$ cat config.mk
export PLATFORM = sky130hd
export DESIGN_NAME = adc_serial_capture
export DESIGN_NICKNAME = d
export VERILOG_FILES = /design/src/rtl/adc_capture_pkg.sv /design/src/rtl/adc_shift_ch.sv /design/src/rtl/adc_serial_capture.sv
export SDC_FILE = /design/constraint.sdc
export NUM_CORES = 1
export LEC_CHECK = 0
export CAP_MARGIN = 20
export CORE_MARGIN = 5
export CORE_UTILIZATION = 28
export DETAILED_ROUTE_END_ITERATION = 12
export PLACE_DENSITY = 0.54
export SLEW_MARGIN = 20
export SYNTH_ARGS = -nofsm -noshare
export SYNTH_HDL_FRONTEND = slang
export SYNTH_HIERARCHICAL = 1
export SYNTH_SLANG_ARGS = --single-unit
$ cat constraint.sdc
create_clock -name CLK -period 4.2 [get_ports CLK]
set_clock_uncertainty 0.2 [all_clocks]
set_input_delay 0.84 -clock CLK [delete_from_list [all_inputs] [get_ports CLK]]
set_output_delay 0.84 -clock CLK [all_outputs]
set_load 0.02 [all_outputs]
$ cat src/rtl/adc_capture_pkg.sv
// adc_capture_pkg: FSM state type and default parameters shared by the ADC capture block
package adc_capture_pkg;
  typedef enum logic [2:0] {IDLE, CNV, WAITB, SHIFT, STORE} state_t;
  localparam int DEF_NCH = 2;
  localparam int DEF_NBITS = 18;
  localparam int DEF_AW = 14;
  localparam int DEF_SCLK_DIV = 2;
  localparam int DEF_CNV_LOW = 4;
  localparam int DEF_BUSY_TMO = 255;
  localparam int CW = 16;
endpackage

$ cat src/rtl/adc_shift_ch.sv
// adc_shift_ch: one channel's MSB-first serial-to-parallel register, exposing the top 16 bits
module adc_shift_ch
  import adc_capture_pkg::*;
#(
  parameter int NBITS = DEF_NBITS
) (
  input  logic        CLK,
  input  logic        RSTN,
  input  logic        en,
  input  logic        din,
  output logic [15:0] top
);
  logic [NBITS-1:0] q;
  always_ff @(posedge CLK or negedge RSTN)
    if (!RSTN) q <= '0;
    else if (en) q <= {q[NBITS-2:0], din};
  assign top = q[NBITS-1 -: 16];
endmodule

$ cat src/rtl/adc_serial_capture.sv
// adc_serial_capture: drives shared-bus serial ADCs and streams each sample set into a buffer
module adc_serial_capture
  import adc_capture_pkg::*;
#(
  parameter int NCH      = DEF_NCH,
  parameter int NBITS    = DEF_NBITS,
  parameter int AW       = DEF_AW,
  parameter int SCLK_DIV = DEF_SCLK_DIV,
  parameter int CNV_LOW  = DEF_CNV_LOW,
  parameter int BUSY_TMO = DEF_BUSY_TMO
) (
  input  logic           CLK,
  input  logic           RSTN,
  input  logic           START,
  input  logic           STOP,
  input  logic           CONT,
  input  logic [15:0]    NSAMP,
  input  logic           PTR_CLR,
  output logic           ADCNVST,
  output logic           ADCS,
  output logic           ADSCLK,
  input  logic [NCH-1:0] ADSDOUT,
  input  logic [NCH-1:0] ADBUSY,
  output logic           MEM_WE,
  output logic [AW-1:0]  MEM_ADRS,
  output logic [15:0]    MEM_DATA,
  output logic [1:0]     MEM_CH,
  output logic           ACTIVE,
  output logic           DONE,
  output logic           TMO_ERR,
  output logic           WRAP
);
  state_t state;
  logic [CW-1:0] cnt;
  logic [5:0] ecnt;
  logic [AW-1:0] adr;
  logic [15:0] nsamp_q, scnt;
  logic cont_q, stop_q, fin, tick, issue, more;
  logic [1:0] wch;
  logic [15:0] sr [4];
  always_comb begin
    fin = ecnt == 6'(2 * NBITS);
    tick = state == SHIFT && cnt == CW'(SCLK_DIV - 1) && !fin;
    issue = (state == SHIFT && fin) || (state == STORE && MEM_CH != 2'(NCH - 1));
    wch = state == STORE ? MEM_CH + 2'd1 : 2'd0;
    more = cont_q && !stop_q && !STOP && (nsamp_q == '0 || scnt + 16'd1 < nsamp_q);
  end
  for (genvar i = 0; i < 4; i++) begin : g_ch
    if (i < NCH) begin : g_on
      adc_shift_ch #(.NBITS(NBITS)) u_sh (
        .CLK(CLK), .RSTN(RSTN), .en(tick && !ADSCLK), .din(ADSDOUT[i]), .top(sr[i])
      );
    end else begin : g_off
      assign sr[i] = '0;
    end
  end
  always_ff @(posedge CLK or negedge RSTN) begin
    if (!RSTN) begin
      state <= IDLE;
      cnt <= '0;
      ecnt <= '0;
      adr <= '0;
      nsamp_q <= '0;
      scnt <= '0;
      cont_q <= 1'b0;
      stop_q <= 1'b0;
      ADCNVST <= 1'b1;
      ADCS <= 1'b1;
      ADSCLK <= 1'b0;
      MEM_WE <= 1'b0;
      MEM_ADRS <= '0;
      MEM_DATA <= '0;
      MEM_CH <= '0;
      ACTIVE <= 1'b0;
      DONE <= 1'b0;
      TMO_ERR <= 1'b0;
      WRAP <= 1'b0;
    end else begin
      DONE <= 1'b0;
      MEM_WE <= issue;
      if (state != IDLE && STOP) stop_q <= 1'b1;
      // adr always holds the next free slot; MEM_ADRS shows the word being written
      if (issue) begin
        MEM_ADRS <= adr;
        MEM_CH <= wch;
        MEM_DATA <= sr[wch];
        adr <= adr + AW'(1);
        if (&adr) WRAP <= 1'b1;
      end
      case (state)
        IDLE: begin
          if (PTR_CLR) begin
            adr <= '0;
            MEM_ADRS <= '0;
            WRAP <= 1'b0;
          end
          if (START) begin
            state <= CNV;
            cnt <= '0;
            ADCNVST <= 1'b0;
            ACTIVE <= 1'b1;
            TMO_ERR <= 1'b0;
            cont_q <= CONT;
            nsamp_q <= NSAMP;
            scnt <= '0;
            stop_q <= 1'b0;
          end
        end
        CNV:
          if (cnt == CW'(CNV_LOW - 1)) begin
            state <= WAITB;
            cnt <= '0;
            ADCNVST <= 1'b1;
          end else cnt <= cnt + CW'(1);
        WAITB:
          if (cnt >= CW'(2) && ADBUSY == '0) begin
            state <= SHIFT;
            cnt <= '0;
            ecnt <= '0;
            ADCS <= 1'b0;
          end else if (cnt == CW'(BUSY_TMO + 1)) begin
            state <= IDLE;
            ACTIVE <= 1'b0;
            TMO_ERR <= 1'b1;
          end else cnt <= cnt + CW'(1);
        SHIFT:
          if (fin) begin
            state <= STORE;
            ADCS <= 1'b1;
          end else if (tick) begin
            cnt <= '0;
            ADSCLK <= !ADSCLK;
            ecnt <= ecnt + 6'd1;
          end else cnt <= cnt + CW'(1);
        STORE:
          if (MEM_CH == 2'(NCH - 1)) begin
            scnt <= scnt + 16'd1;
            if (more) begin
              state <= CNV;
              cnt <= '0;
              ADCNVST <= 1'b0;
            end else begin
              state <= IDLE;
              ACTIVE <= 1'b0;
              DONE <= 1'b1;
            end
          end
        default: state <= IDLE;
      endcase
    end
  end
endmodule

==> metrics.md <==
| Metric | Value |
|---|---|
| Status | complete, no violations |
| Clock sinks | 149 |
| Period utilisation layout | 0.854 |
| Final total power | 4.54 mW |
| Initial DRT Pass Iterations | 4 |
| Overflow after GRT | 0 |
| GRT Overall Usage | 0.114 |
| Hold Path Class | input port to async pin |
| Synth Instances | 764 |
| Syn-to-layout area delta | 18.5% |
| Largest net degree at the start of global routing | 70 |
| Sequential area share after synthesis | 0.480 |
| Post-Route Utilization | 0.333 |
| Setup TNS | 0 ns |
| Die extent in x | 177 microns |
| Max Root-Sink Buffers | 2 |
| Share of cells above drive strength 1 | 0.130 |
| Post-cts resize count | 0 |
| Asr flop ratio synth | 1.00 |
| Die height | 177 microns |
| Number of remaining DRC errors | 0 |
| Leakage dissipation | 4.09 nW |
| N_diodes | 0 |
| Dpl cells | 1,154 |
| Placer Congestion | 0.803 |
| CTS tree | done |
| Hpwl dp | 11,900 microns |
| Drt total wl | 17,300 microns |
| WS Path Type | flip-flop to flip-flop |
| Cell Rows | 61 |
| Final nets | 846 |
| Synthesized area | 7780 sq um |
| Synth warnings | 6 |
| Fill cell count | 2,871 |
| Via count | 5,527 |
| Antenna violation net count after detailed routing | 0 |
| Main synth FF type | dfrtp_1 |
| #FFs+latches synth | 149 |
| First-pass GRT wire length | 29,000 microns |
| CP Max Fanout | 13 |
| Worst EP arrival | 3.69 ns |
| Post-Syn Area per Cell | 10.2 sq um |
| Slew Viols, Final | 0 |
| Max IR drop VDD | 0.302 mV |
| Max cap viols | 0 |
| Num ports | 66 |
| Relative slew slack | 0.303 |
| Via density | 4.66 |
| Fin. Hold Viols | 0 |
| Setup violators final | 0 |
| Clk_lat worst skew | 0.43 ns |
| Unrepaired setup endpoints after global routing | false |
| Final Non-Filler Cells | 1,186 |
| Die area | 31,200 sq um |
| Crit path required time | 4.30 ns |
| Met2 wire len | 8150 microns |
| Port bufs | 65 |
| Maximum achievable frequency | 279 MHz |
| CTS Buf Count | 17 |
| Setup Buffers After CTS | 0 |
| Clock transition at path regs | 0.07 ns |
| PwrDens | 493 nW/um^2 |
| Root buf cell | clkbuf_16 |
| Top sig layer | met4 |
| Hold_buf cts | 0 |
| Avg WL per Cell | 14.6 microns |
| Post-synth EDFFs | 0 |
| Crit end category | flip-flop |
| Initial antenna violation count | 0 |
| Setup crit start kind | flip-flop |
| Starting density of the core | 0.281 |
| Syn nets | 814 |
| Area of the core | 27,600 sq um |
| Total number of H-tree levels | 4 |
| Initial DRC Count | 385 |
| Met3 wire length | 428 microns |
| Synth unique cells | 67 |
| Min cycle time layout | 3.59 ns |
| Routed met1 length | 8440 microns |
| Number of global-route vias before repair | 5,507 |
| Tightest Pin Transition | 1.04 ns |
## sequential cells by signal, indices dropped and copies added, names as in the netlist
| name | cells |
|---|---|
| DONE | 1 |
| cont_q | 1 |
| ADCNVST | 1 |
| MEM_WE | 1 |
| TMO_ERR | 1 |
| WRAP | 1 |
| MEM_CH | 2 |
| ACTIVE | 1 |
| ADCS | 1 |
| adr | 14 |
| stop_q | 1 |
| cnt | 16 |
| MEM_ADRS | 14 |
| state | 3 |
| nsamp_q | 16 |
| MEM_DATA | 16 |
| ADSCLK | 1 |
| ecnt | 6 |
| g_ch.g_on.u_sh/q | 36 |
| scnt | 16 |
## layout by cell type, fill, tap and decap left out, types with 20 or more instances in the layout
cell type / instances
nor2_1: 47
mux2_2: 21
dfrtp_1: 147
ha_1: 24
mux2_4: 20
clkdlybuf4s50_1: 64
o21ai_0: 67
nand3_1: 20
nand2_1: 104
inv_1: 27
and3_1: 20
a21oi_1: 33
## cell families (layout without fill, tap and decap cells)
group | after synthesis | in the layout | share of synthesized area
AO/OA/AOI/OAI | 155 | 155 | 0.128
adder cells (fa/ha/maj) | 24 | 24 | 0.0386
buffers and inverters | 93 | 137 | 0.0690
flip-flops | 149 | 149 | 0.480
XOR/XNOR | 28 | 28 | 0.0315
multiplexers | 59 | 59 | 0.0922
AND/OR/NAND/NOR | 256 | 256 | 0.161
## through the flow
| step | worst slack (ns) | hold WS (ns) | instance area (sq um) |
|---|---|---|---|
| 2_1_floorplan | 0.737 | 0.257 | 7780 |
| 3_3_place_gp | 0.712 | 0.270 | 8570 |
| 3_5_place_dp | 0.658 | 0.269 | 8580 |
| 4_1_cts | 0.637 | 0.233 | 9200 |
| 5_1_grt | 0.337 | 0.269 | 9210 |
| 6_report | 0.612 | 0.213 | 9210 |
## worst max-delay path, cell delays in order, from the launching register on
cell      delay (ns)
dfrtp_1         0.43
ha_1            0.24
and3_1          0.22
nand3_1         0.16
nor2_1          0.32
nand3_1         0.17
xnor2_1         0.15
ha_1            0.27
nand2_1         0.07
nor3_1          0.06
a311oi_2        0.25
a31oi_2         0.21
or2_4           0.34
a221o_1         0.36
## Yosys cell counts (all sizes together) (3+ instances only)
cell type  count  area (sq um)
a211o          5          52.6
a21boi         4          41.3
a21o           4          30.0
a21oi         33           165
a221o          7          70.1
a22o           6          52.6
a31oi          4          31.3
and2           3          18.8
and3          20           125
buf           50           375
clkbuf        13          48.8
dfrtp        147          3680
ha            24           300
inv           29           109
mux2          41           537
mux2i         18           180
nand2        104           390
nand3         20           100
nand3b         3          22.5
nand4         14          93.8
nor2          49           189
nor3          11          55.1
nor4          15           128
o211ai         3          22.5
o21ai         69           345
o31ai          7          57.6
or3            5          31.3
xnor2          9          78.8
xor2          19           166
## area by class of cell
| type | count | area, sq um | share of cell area |
|---|---|---|---|
| well taps | 378 | 473 | 0.0513 |
| inverters | 30 | 113 | 0.0122 |
| repair buffers | 76 | 754 | 0.0819 |
| flip-flops and latches | 149 | 3730 | 0.405 |
| clock buffers | 20 | 457 | 0.0496 |
| clock inverters | 11 | 164 | 0.0178 |
| multi-input cells | 522 | 3520 | 0.382 |
## per-layer routing
metal | up-vias | track usage
met5 | - | 0
met4 | 0 | 0.0364
met3 | 17 | 0.0192
met2 | 59 | 0.179
met1 | 2723 | 0.162
li1 | 2728 | -
## where the power goes
group / internal (mW) / switching [mW]
Sequential: 1.63 / 0.187
Combinational: 0.431 / 0.668
Clock: 0.979 / 0.645
Total: 3.04 / 1.50
## worst paths after layout
kind | cells past startpoint | to | slack, ns | startpoint
worst min-delay path | 1 | adr[6] | 0.21 | RSTN
worst max-delay path | 13 | cnt[10] | 0.61 | scnt[0]
max in group asynchronous | 2 | adr[11] | 2.76 | RSTN
worst max register to register | 13 | cnt[10] | 0.61 | scnt[0]
min in group CLK | 2 | MEM_DATA[7] | 0.28 | MEM_DATA[7]
worst min register to register | 2 | MEM_DATA[7] | 0.28 | MEM_DATA[7]
(Power assumes the default switching activity.)
